<file path="config.mk">
export PLATFORM = sky130hd
export DESIGN_NAME = led_scan_timer
export DESIGN_NICKNAME = d
export VERILOG_FILES = /design/src/rtl/led_scan_timer.sv
export SDC_FILE = /design/constraint.sdc
export NUM_CORES = 1
export LEC_CHECK = 0
export CORE_MARGIN = 8
export CORE_UTILIZATION = 50
export DETAILED_ROUTE_END_ITERATION = 8
export PLACE_DENSITY = 0.73
export REMOVE_ABC_BUFFERS = 1
export SLEW_MARGIN = 20
export SYNTH_ARGS = -nofsm -noshare
export SYNTH_HDL_FRONTEND = slang
export SYNTH_SLANG_ARGS = --single-unit
</file>
<file path="constraint.sdc">
create_clock -name clk -period 8.3 [get_ports clk]
set_clock_uncertainty 0.15 [all_clocks]
set_input_delay 1.66 -clock clk [delete_from_list [all_inputs] [get_ports clk]]
set_output_delay 1.66 -clock clk [all_outputs]
set_load 0.1 [all_outputs]
</file>
<file path="src/rtl/led_scan_timer.sv">
`timescale 1ns/1ps
// led_scan_timer: derives PWM tick/phase, row scan with blanking, frame strobe
// and the oscillator standby handshake from the OSCH output clock.
module led_scan_timer #(
  parameter int unsigned ROWS      = 8,
  parameter int unsigned PWM_BITS  = 4,
  parameter int unsigned PRESC_W   = 12,
  parameter int unsigned PRESC_DEF = 16,
  parameter int unsigned BLANK_CYC = 4,
  localparam int unsigned ROW_W    = $clog2(ROWS)
) (
  input  logic                clk,
  input  logic                rst_n,
  input  logic                en,
  input  logic                presc_load,
  input  logic [PRESC_W-1:0]  presc_val,
  input  logic                stdby_req,
  output logic                stdby_ok,
  output logic [ROW_W-1:0]    row_idx,
  output logic [ROWS-1:0]     row_sel,
  output logic [PWM_BITS-1:0] pwm_phase,
  output logic                pwm_tick,
  output logic                blank,
  output logic                frame_strobe
);

  localparam int unsigned BLANK_W = $clog2(BLANK_CYC + 1);
  localparam logic [ROW_W-1:0]   ROW_LAST   = ROW_W'(ROWS - 1);
  localparam logic [BLANK_W-1:0] BLANK_LAST = BLANK_W'(BLANK_CYC - 1);

  typedef enum logic [1:0] {BLANK, SCAN, SLEEP} state_t;

  state_t               state, state_n;
  logic [PRESC_W-1:0]   presc_cnt;
  logic [PRESC_W-1:0]   divisor;
  logic [PRESC_W-1:0]   pend_val;
  logic                 pend_valid;
  logic [BLANK_W-1:0]   blank_cnt;
  logic [PRESC_W-1:0]   load_clamped;
  logic                 term;
  logic                 row_end;
  logic                 blank_adv;

  // Divisors below 2 would make the prescaler degenerate; clamp them.
  assign load_clamped = (presc_val < PRESC_W'(2)) ? PRESC_W'(2) : presc_val;

  // Standby grant is combinational so it drops even while clk is stopped.
  assign stdby_ok = (state == SLEEP) && stdby_req;

  // One-hot row enable, only while actively scanning.
  always_comb begin
    row_sel = '0;
    if (state == SCAN) row_sel[row_idx] = 1'b1;
  end

  // State register.
  always_ff @(posedge clk or negedge rst_n) begin
    if (!rst_n) state <= BLANK;
    else        state <= state_n;
  end

  // Next-state logic, prescaler terminal count and row-end detection.
  always_comb begin
    // >= rather than == guards against a divisor shrunk while the count was held
    term      = (state == SCAN) && en && (presc_cnt >= divisor - PRESC_W'(1));
    row_end   = term && (pwm_phase == '1);
    state_n   = state;
    unique case (state)
      BLANK: begin
        if (!en)                          state_n = stdby_req ? SLEEP : BLANK;
        else if (blank_cnt == BLANK_LAST) state_n = SCAN;
      end
      SCAN: begin
        if (!en)          state_n = stdby_req ? SLEEP : BLANK;
        else if (row_end) state_n = stdby_req ? SLEEP : BLANK;
      end
      SLEEP: begin
        if (!stdby_req) state_n = BLANK;
      end
      default: state_n = BLANK;
    endcase
    blank_adv = (state == BLANK) && en && (state_n == BLANK);
  end

  // Counters, registered outputs and divisor management.
  always_ff @(posedge clk or negedge rst_n) begin
    if (!rst_n) begin
      presc_cnt    <= '0;
      pwm_phase    <= '0;
      row_idx      <= '0;
      blank_cnt    <= '0;
      pwm_tick     <= 1'b0;
      frame_strobe <= 1'b0;
      blank        <= 1'b1;
      divisor      <= PRESC_W'(PRESC_DEF);
      pend_val     <= PRESC_W'(PRESC_DEF);
      pend_valid   <= 1'b0;
    end else begin
      pwm_tick     <= term;
      frame_strobe <= row_end && (row_idx == ROW_LAST);
      blank        <= (state_n != SCAN);
      blank_cnt    <= blank_adv ? blank_cnt + BLANK_W'(1) : '0;

      if (term) begin
        presc_cnt <= '0;
        pwm_phase <= pwm_phase + PWM_BITS'(1);
        if (row_end) row_idx <= (row_idx == ROW_LAST) ? '0 : row_idx + ROW_W'(1);
      end else if (state == SCAN && en) begin
        presc_cnt <= presc_cnt + PRESC_W'(1);
      end

      // Outside SCAN a load takes effect at once; a value still pending from an
      // interrupted row is applied on the first non-SCAN cycle.
      if (state != SCAN) begin
        if (presc_load) begin
          divisor    <= load_clamped;
          pend_valid <= 1'b0;
        end else if (pend_valid) begin
          divisor    <= pend_val;
          pend_valid <= 1'b0;
        end
      end else begin
        if (term && pend_valid) begin
          divisor    <= pend_val;
          pend_valid <= 1'b0;
        end
        if (presc_load) begin
          pend_val   <= load_clamped;
          pend_valid <= 1'b1;
        end
      end
    end
  end

endmodule

</file>
==> results.md <==
* I/O pin total at 36
* Clock-pin slew on the worst setup and hold paths at 90 ps
* Primary FF master, synth: dfrtp_1
* Vias in the first global route at 2,063
* Power Dens Cells at 189 nW/um^2
* Final worst path period need at about 5200 ps
* Setup ws final at roughly 3100 ps
* Resized cells post-CTS at 0
* Die height at 91.8 microns
* Antenna cells at 0
* Filler cells at 484
* Largest net degree at the start of global routing at 53
* Power consumption at about 0.00064 W
* Critical R2R Launch: divisor[5]
* Async set-reset flop share out of synthesis at 1.00
* CP Class: input port to output port
* Hold_sp: blank_cnt[0]
* Req. time, crit path at 6490 ps
* Root Buffer: clkbuf_8
* Floorplan row count at 27
* CP endpoint kind: output port
* Dpl ws at between 3000 and 4000 ps
* Initial antenna violation count at 0
* Max stage delay cell, worst path: clkdlybuf4s50_1
* Fin crit share at 0.629
* Total internal power at around 0.00045 W
* Critical Path, Cell by Cell: clkdlybuf4s50_1, nand2_1, nor2_1, clkdlybuf4s50_1
* Final slew viol count at 0
* CTS max path bufs at 2
* Psw at 0.000190 W
* # clock sinks at between 50 and 60
* Routed Antenna Nets at 0
* Post-route cell area at roughly 3400 sq um
* Final hold violations at 0
* Reg2Reg Capture Point: pwm_phase[1]
* Routed wire length at about 5200 microns
* Die Footprint at around 8400 sq um
* DR DRC count at 0
* Max_slew headroom at 0.342
* Sw frac at 0.298
* Hold path depth at 1
* Final setup viols at 0
* R2R depth at 9
* Status: finished, final reports clean
* Die width at roughly 92 microns
* R2r setup slk at about 4300 ps
* DP HPWL at ~4000 microns
* 1st-iter DRT viols at 64
* Area Overhead vs Synth at 17.4%
* Hold-fix buffers, CTS at 0
* RSZ-0062 raised after global routing: no
* GPL Wtd Cong at between 0.7 and 0.8
* Avg WL per Cell at ~14 microns
* DR vias at slightly above 2,000
* Synthesized area at 2870 sq um
* Top post-synthesis cells by area: dfrtp_1 43%, mux2_2 14%, ha_1 8.3%, nand2_1 3.5%, xnor2_1 3.4%
* Distinct cell type count of the synthesized netlist at 35
* Actual slew at the worst max-slew pin at 984 ps
* WP data arrival at 3410 ps
* Leak Pwr at 1.51 nW
* HP Class: flip-flop to flip-flop
* Number of buffers created by CTS at 5
* CTS tree: done
* Yosys reg bits at between 50 and 60
* Setup TNS at 0 ps
* Mapped Cells at 270
* Layout cells sized above 1 at 0.169
* Core Footprint at around 5500 sq um
* Vias per inst at around 5.3
* Worst vdd ir at 128 uV
* Worst-skew pair later-pin latency at approximately 300 ps
* First-pass GRT wire length at 9580 microns
* Sequential share of power at 0.508
* Seq/Total Area, Yosys at 0.454
* Number of synthesized flops with an enable pin at 0
* Drt pass-1 iters at 4
* CTS H-tree lvls at 2
* All-Layer GR Usage at 0.135
* Mapped Avg Cell Area at 10.6 sq um
* Synth warnings at 0
* Slowest Stage Delay on Critical Path at between 1000 and 1500 ps
* Clock power frac at 0.233
* Worst Hold Path EP: blank_cnt[0]
* DP Area at ~3300 sq um
* CP max FO at 2
* Most used cell, CP: clkdlybuf4s50_1
* Gr ovfl total at 0
* Synth area leader: dfrtp_1
* Top cell type's share of synthesized area at 0.427
* Final net count at approximately 340
* F_max at ~190 MHz
* Post-CTS Setup Bufs at 0
* Max cap viols at 0
* Combinational Power Share at 0.259
* Initial Util at 0.519
* Port Buffers at 35
* CP startpoint kind: input port
-- how the worst max path moves through the flow --
stage                          start          to  slack, ps
after global placement     stdby_req    stdby_ok       3080
after CTS                  stdby_req    stdby_ok       3070
after detailed placement   stdby_req    stdby_ok       3070
after floorplan           row_idx[0]  row_sel[0]       2640
after global routing       stdby_req    stdby_ok       3030
final                      stdby_req    stdby_ok       3080
-- metrics by stage --
step,hold slack [ps],util,cells
after floorplan,266,-,264
after global placement,285,0.591,372
after detailed placement,290,0.591,372
after CTS,303,0.609,380
after global routing,324,0.609,380
final,296,0.609,380
-- cell usage after synthesis, types with 6 or more instances --
cell / n
xor2_1: 11
nand2_1: 27
nand3_1: 6
dfrtp_1: 49
inv_1: 9
xnor2_1: 11
o21ai_0: 9
nor2_1: 25
a21oi_1: 7
ha_1: 19
nor4_1: 8
mux2_2: 36
nor3_1: 10
-- cell usage in the layout (no fill, tap or decap), types with 3 or more instances in the layout --
master           netlist  final
dfrtp_1               49     49
mux2_2                36     36
clkdlybuf4s50_1        0     34
nand2_1               27     27
nor2_1                25     25
ha_1                  19     19
xnor2_1               11     11
xor2_1                11     11
nor3_1                10     10
inv_1                  9      9
o21ai_0                9      9
nor4_1                 8      8
a21oi_1                7      7
nand3_1                6      6
clkbuf_8               0      6
nand4_1                5      5
nand2b_1               5      5
a31oi_1                3      3
dfstp_2                3      3
-- registers in the layout, summed over array words and instances, names as in the netlist --
register      flops
blank             1
blank_cnt         3
divisor          12
frame_strobe      1
pend_val         12
pend_valid        1
presc_cnt        12
pwm_phase         4
pwm_tick          1
row_idx           3
state             2
-- critical path: cells and delay by family --
| kind | cells | cell delay [ps] |
|---|---|---|
| buffers and inverters | 2 | 1610 |
| AND/OR/NAND/NOR | 2 | 130 |
-- power groups by stage --
stage / logic (W) / clock network, W / registers [W]
global placement: 0.000160 / 0 / 0.000328
CTS: 0.000168 / 0.000155 / 0.000325
global route: 0.000189 / 0.000164 / 0.000330
detailed placement: 0.000167 / 0 / 0.000330
floorplan: 0.000125 / 0 / 0.000324
finish: 0.000165 / 0.000149 / 0.000324
-- metal layers --
layer	wire length, microns	vias to the layer above	global-route usage	share of wire
met2	2590	23	0.232	0.50
met4	31	0	0.0295	0.0059
met5	0	-	0	0
li1	-	1030	-	-
met1	2450	968	0.166	0.47
met3	152	5	0.0350	0.029
-- cells by family after synthesis --
group	count (synthesis)	synth area share
AND/OR/NAND/NOR	96	0.160
multiplexers	36	0.141
flip-flops	52	0.454
buffers and inverters	15	0.0257
XOR/XNOR	22	0.0671
adder cells (fa/ha/maj)	19	0.0828
AO/OA/AOI/OAI	30	0.0693
-- layout make-up --
type | count | area [sq um] | area share
Tap cell | 72 | 90.1 | 0.0267
Clock buffer | 6 | 82.6 | 0.0245
Clock inverter | 2 | 15.0 | 0.00445
Sequential cell | 52 | 1310 | 0.387
Timing Repair Buffer | 36 | 353 | 0.105
Inverter | 9 | 33.8 | 0.0100
Multi-Input combinational cell | 203 | 1490 | 0.443
(Power assumes the default switching activity.)
